## src/rtl/jtag_pkg.sv

```systemverilog
`default_nettype none
// ============================================================================
// Module      : jtag_pkg
// Description : TAP state encoding, instruction opcodes and default IDCODE
//               shared by the TAP controller and the data register bank.
// Revision    : 1.0 - initial release
// ============================================================================
package jtag_pkg;

    typedef enum logic [3:0] {
        RESET      = 4'd0,
        RUN_IDLE   = 4'd1,
        SELECT_DR  = 4'd2,
        CAPTURE_DR = 4'd3,
        SHIFT_DR   = 4'd4,
        EXIT1_DR   = 4'd5,
        PAUSE_DR   = 4'd6,
        EXIT2_DR   = 4'd7,
        UPDATE_DR  = 4'd8,
        SELECT_IR  = 4'd9,
        CAPTURE_IR = 4'd10,
        SHIFT_IR   = 4'd11,
        EXIT1_IR   = 4'd12,
        PAUSE_IR   = 4'd13,
        EXIT2_IR   = 4'd14,
        UPDATE_IR  = 4'd15
    } tap_state_t;

    localparam logic [3:0]  c_op_extest         = 4'h0;
    localparam logic [3:0]  c_op_idcode         = 4'h1;
    localparam logic [3:0]  c_op_sample_preload = 4'h2;
    localparam logic [3:0]  c_op_bypass         = 4'hF;

    localparam logic [31:0] c_idcode_default    = 32'h149511C3;

endpackage
`default_nettype wire

```

## src/rtl/jtag_bsr.sv

```systemverilog
`default_nettype none
// ============================================================================
// Module      : jtag_bsr
// Description : Boundary-scan register with shift stage and update stage.
// Revision    : 1.0 - initial release
// ============================================================================
module jtag_bsr #(
    parameter int BOUNDARY_LEN = 128
) (
    input  logic                    TCK,
    input  logic                    TRST_n,
    input  logic                    capture,
    input  logic                    shift,
    input  logic                    update,
    input  logic                    TDI,
    input  logic [BOUNDARY_LEN-1:0] pin_in,
    output logic                    sr0,
    output logic [BOUNDARY_LEN-1:0] update_q
);

    logic [BOUNDARY_LEN-1:0] r_shift_q;
    logic [BOUNDARY_LEN-1:0] r_update_q;

    always_ff @(posedge TCK) begin
        if (!TRST_n) begin
            r_shift_q  <= '0;
            r_update_q <= '0;
        end else begin
            if (capture)
                r_shift_q <= pin_in;
            else if (shift)
                r_shift_q <= {TDI, r_shift_q[BOUNDARY_LEN-1:1]};
            if (update)
                r_update_q <= r_shift_q;
        end
    end

    assign sr0      = r_shift_q[0];
    assign update_q = r_update_q;

endmodule
`default_nettype wire

```

## src/rtl/jtag_dr_bank.sv

```systemverilog
`default_nettype none
// ============================================================================
// Module      : jtag_dr_bank
// Description : Instruction latch, BYPASS/IDCODE/BSR data registers and the
//               DR serial output, sitting downstream of the TAP controller.
// Revision    : 1.0 - initial release
// ============================================================================
module jtag_dr_bank
    import jtag_pkg::*;
#(
    parameter int          IR_LEN       = 4,
    parameter int          BOUNDARY_LEN = 128,
    parameter logic [31:0] IDCODE_VALUE = c_idcode_default
) (
    input  logic                    TCK,
    input  logic                    TRST_n,
    input  tap_state_t              tap_state,
    input  logic [IR_LEN-1:0]       ir_shift,
    input  logic                    TDI,
    input  logic [BOUNDARY_LEN-1:0] pin_in,
    input  logic [BOUNDARY_LEN-1:0] core_out,
    output logic [BOUNDARY_LEN-1:0] pin_out,
    output logic                    dr_tdo,
    output logic                    dr_tdo_en,
    output logic [IR_LEN-1:0]       active_ir,
    output logic                    extest_active
);

    logic [IR_LEN-1:0]       r_active_ir;
    logic                    r_bypass;
    logic [31:0]             r_idcode_sr;
    logic                    r_dr_tdo;
    logic                    r_dr_tdo_en;

    logic                    w_capture;
    logic                    w_shift;
    logic                    w_update;
    logic                    w_sel_bsr;
    logic                    w_sel_idcode;
    logic                    w_sel_bypass;
    logic                    w_extest;
    logic                    w_bsr_sr0;
    logic                    w_sel_bit;
    logic [BOUNDARY_LEN-1:0] w_bsr_update;

    assign w_capture = (tap_state == CAPTURE_DR);
    assign w_shift   = (tap_state == SHIFT_DR);
    assign w_update  = (tap_state == UPDATE_DR);

    // Unknown opcodes fall through to BYPASS.
    assign w_extest     = (r_active_ir == IR_LEN'(c_op_extest));
    assign w_sel_bsr    = w_extest || (r_active_ir == IR_LEN'(c_op_sample_preload));
    assign w_sel_idcode = (r_active_ir == IR_LEN'(c_op_idcode));
    assign w_sel_bypass = !w_sel_bsr && !w_sel_idcode;

    always_ff @(posedge TCK) begin
        if (!TRST_n || tap_state == RESET)
            r_active_ir <= IR_LEN'(c_op_idcode);
        else if (tap_state == UPDATE_IR)
            r_active_ir <= ir_shift;
    end

    always_ff @(posedge TCK) begin
        if (!TRST_n) begin
            r_bypass    <= 1'b0;
            r_idcode_sr <= IDCODE_VALUE;
        end else begin
            if (w_sel_bypass && w_capture)
                r_bypass <= 1'b0;
            else if (w_sel_bypass && w_shift)
                r_bypass <= TDI;
            if (w_sel_idcode && w_capture)
                r_idcode_sr <= IDCODE_VALUE;
            else if (w_sel_idcode && w_shift)
                r_idcode_sr <= {TDI, r_idcode_sr[31:1]};
        end
    end

    jtag_bsr #(
        .BOUNDARY_LEN (BOUNDARY_LEN)
    ) u_bsr (
        .TCK      (TCK),
        .TRST_n   (TRST_n),
        .capture  (w_sel_bsr && w_capture),
        .shift    (w_sel_bsr && w_shift),
        .update   (w_sel_bsr && w_update),
        .TDI      (TDI),
        .pin_in   (pin_in),
        .sr0      (w_bsr_sr0),
        .update_q (w_bsr_update)
    );

    always_comb begin
        w_sel_bit = r_bypass;
        if (w_sel_bsr)
            w_sel_bit = w_bsr_sr0;
        else if (w_sel_idcode)
            w_sel_bit = r_idcode_sr[0];
    end

    always_ff @(posedge TCK) begin
        if (!TRST_n || !w_shift) begin
            r_dr_tdo    <= 1'b0;
            r_dr_tdo_en <= 1'b0;
        end else begin
            r_dr_tdo    <= w_sel_bit;
            r_dr_tdo_en <= 1'b1;
        end
    end

    assign pin_out       = w_extest ? w_bsr_update : core_out;
    assign dr_tdo        = r_dr_tdo;
    assign dr_tdo_en     = r_dr_tdo_en;
    assign active_ir     = r_active_ir;
    assign extest_active = w_extest;

endmodule
`default_nettype wire

```

## config.mk

```make
export PLATFORM = sky130hd
export DESIGN_NAME = jtag_dr_bank
export DESIGN_NICKNAME = d
export VERILOG_FILES = /design/src/rtl/jtag_pkg.sv /design/src/rtl/jtag_bsr.sv /design/src/rtl/jtag_dr_bank.sv
export SDC_FILE = /design/constraint.sdc
export NUM_CORES = 1
export LEC_CHECK = 0
export CORE_UTILIZATION = 47
export DETAILED_ROUTE_END_ITERATION = 12
export PLACE_DENSITY = 0.79
export RECOVER_POWER = 50
export SYNTH_ARGS = -nofsm -noshare
export SYNTH_HDL_FRONTEND = slang
export SYNTH_HIERARCHICAL = 1
export SYNTH_SLANG_ARGS = --single-unit
```

## constraint.sdc

```tcl
create_clock -name TCK -period 4.9 [get_ports TCK]
set_input_delay 0.49 -clock TCK [delete_from_list [all_inputs] [get_ports TCK]]
set_output_delay 0.49 -clock TCK [all_outputs]
set_load 0.01 [all_outputs]
```

==> results.py <==
metrics = {
    "status": {
        "outcome": "finished with violations",
        "violations": "max-capacitance violations, max-slew violations",
    },
    "clock_network": {
        "cts_setup_buffers": 0,
        "cts_root_buf": "clkbuf_16",
        "cts_hold_buf": 0,
        "cts.clk_slew.worst_paths_ps": 60,
        "cts_made_buffers": 34,
        "insertion_delay_ps": 510,
        "clock_path_buffers": 3,
        "numClockSinks": 295,
        "h-tree-depth": 2,
        "cts_tree": "yes",
        "cts_resized": 0,
    },
    "synthesis": {
        "ys_seq_area_share_pct": 41.14,
        "syn_area_per_cell_um2": 11.19,
        "syn_inst": 1283,
        "ys.flop_type": "dfxtp_1",
        "syn_nets": 1550,
        "netlist_area_um2": 14360,
        "yosysUniqueCellTypes": 34,
        "synth_edf_count": 0,
        "ys_ff_latch": 295,
        "async_flop_share_pct": 0,
        "yosysWarnings": 6,
    },
    "worst_hold_path": {
        "hp-class": "flop to flop",
        "holdPathStages": 2,
        "min_from": "r_idcode_sr[29]$_SDFFE_PP0P_",
        "min_to": "r_idcode_sr[29]$_SDFFE_PP0P_",
    },
    "sta": {
        "hold_viol": 0,
        "tightest_slew_ps": 2193,
        "skew_ps": 22.71,
        "timing.final.crit_share_pct": 79.41,
        "max_freq_mhz": 257.0,
        "relSlewSlack_pct": -46.19,
        "setup_viol": 0,
        "holdWs_ps": 469.8,
        "grt_setup_unrepaired": "false",
        "slew_violations": 493,
        "layout_min_cycle_time_ps": 3891,
        "finalSetupTns_ps": 0,
    },
    "cells_and_area": {
        "finalNetCount": 1900,
        "area_growth_pct": 36.40,
        "layoutNonFillerInstCount": 2047,
        "drive_above_1_share_pct": 14.32,
        "final_area_um2": 19580,
        "layout_common_cells": "394 x clkdlybuf4s50_1, 295 x dfxtp_1, 156 x mux2_2",
        "layout_commonest_cell": "clkdlybuf4s50_1",
    },
    "critical_path": {
        "r2r_end": "u_bsr/update_q[43]$_SDFFE_PN0P_",
        "worstPathArrival_ps": 3400,
        "path_class": "flop to primary output",
        "critical-path-max-stage-delay_ps": 830,
        "crit_slowest_cell": "nor2_4",
        "r2r_start": "active_ir[3]$_SDFFE_PP0N_",
        "path_cells": "or3_1, nor2_4, buf_12, mux2_2, clkdlybuf4s50_1",
        "cp_max_fo": 37,
        "start_kind": "flop",
        "cp-end-kind": "primary output",
        "critPathRequiredTime_ps": 4410,
        "cp.buffers_inverters": 2,
        "r2r_cells": 5,
        "critPathTopFamily": "simple AND/OR/NAND/NOR gates",
        "reg2reg_slack_ps": 1200,
    },
    "global_route": {
        "grt_pass1_wl_um": 55760,
        "grt_usage_pct": 22.14,
        "grt_max_degree": 122,
        "grt_antenna_before_repair": 2,
        "grt_pass1_vias": 10658,
        "overflow": 0,
    },
    "drt": {
        "dr.pass1.iters": 5,
        "drt_iter0_drc": 433,
        "drt_wl_total_um": 35780,
        "viasPerCell": 5.230,
        "drc": 0,
        "vias": 10705,
        "drtAntennaViolNets": 0,
        "wl_per_cell_um": 17.48,
    },
    "place": {
        "dpl.hpwl_um": 24930,
        "placed_area_um2": 18490,
        "dp_cells": 1987,
        "gp_congestion": 0.7841,
        "portBuffers": 401,
    },
    "floorplan": {
        "core_um2": 29870,
        "die_y_um": 176.8,
        "start_util_pct": 48.05,
        "io_pins": 402,
        "die_x_um": 176.8,
        "num_rows": 63,
        "dieArea_um2": 31250,
    },
    "power": {
        "p_per_area_nw_per_um2": 285.5,
        "leakagePower_nw": 8.500,
        "ir_drop_mv": 0.1929,
    },
    "job": {
        "maxCapViolations": 6,
    },
}
final cells by class:
cell class | count | area (µm²)
clock buffer | 52 | 1092
clock inverter | 6 | 80.08
inverter | 13 | 48.80
sequential | 295 | 5906
antenna | 2 | 5.005
tap | 390 | 488.0
timing repair buffer | 425 | 4249
multi-input combinational | 864 | 7714
fill | 2364 | 10290
how the worst max path moves through the flow:
stage	from	to	slack, ps	cells after the start
floorplan	tap_state[0]	u_bsr/r_shift_q[10]$_SDFFE_PN0P_	2630	7
finish	active_ir[3]$_SDFFE_PP0N_	pin_out[95]	1010	5
global placement	active_ir[3]$_SDFFE_PP0N_	pin_out[78]	1490	5
global route	active_ir[3]$_SDFFE_PP0N_	pin_out[95]	900	5
detailed placement	active_ir[3]$_SDFFE_PP0N_	pin_out[78]	1450	5
CTS	active_ir[3]$_SDFFE_PP0N_	pin_out[78]	910	5
where the power goes:
part           internal (mW)  switching [mW]
Clock                   1.63           0.962
Combinational          0.394           0.186
Sequential              2.41         0.00618
metal layers:
metal | vias up | share of wire (%) | GRT usage, %
met5 | - | 0 | 0
met3 | 52 | 6.6 | 5.198
li1 | 5269 | - | -
met4 | 0 | 2.2 | 5.927
met2 | 347 | 50 | 39.26
met1 | 5037 | 41 | 26.59
stage by stage:
stage / power (mW) / utilization (%) / worst slack [ps]
floorplan: 2.677 / - / 2629
global route: 5.799 / 65.54 / 901.9
finish: 5.592 / 65.55 / 1009
CTS: 5.661 / 65.81 / 913.9
detailed placement: 3.051 / 61.88 / 1450
global placement: 3.046 / 61.88 / 1494
Yosys cell counts, types with 2 or more instances:
master,number,area (µm²)
a21oi_1,3,15.01
a32oi_1,11,96.34
buf_2,36,180.2
buf_4,3,22.52
buf_6,19,214.0
clkbuf_1,45,168.9
clkbuf_8,8,110.1
dfxtp_1,295,5906
inv_1,13,48.80
mux2_1,100,1126
mux2_2,156,1757
mux2i_1,132,1321
nand2_1,23,86.33
nand2b_1,79,494.2
nor2_1,18,67.56
nor2b_1,128,800.8
nor4b_1,2,17.52
o211a_1,128,1281
o22ai_1,9,56.30
o32ai_1,12,105.1
or2b_1,49,367.9
or4b_1,2,20.02
flip-flops by register name, summed over array words and instances, names as in the netlist:
signal,cells
r_bypass,1
dr_tdo_en,1
r_idcode_sr,32
u_bsr/update_q,128
active_ir,4
u_bsr/r_shift_q,128
dr_tdo,1
cell families after synthesis:
family	Yosys count	share of synthesized area, %
buffers and inverters	124	5.186
flip-flops	295	41.14
multiplexers	388	29.28
AO/OA/AOI/OAI	169	11.16
AND/OR/NAND/NOR	307	13.24
tightest hold or removal path: stages (launching register included):
cell	delay [ps]
dfxtp_1	310
nand2_1	50
o22ai_1	60
Note: power is estimated with default switching activity, not from simulation.
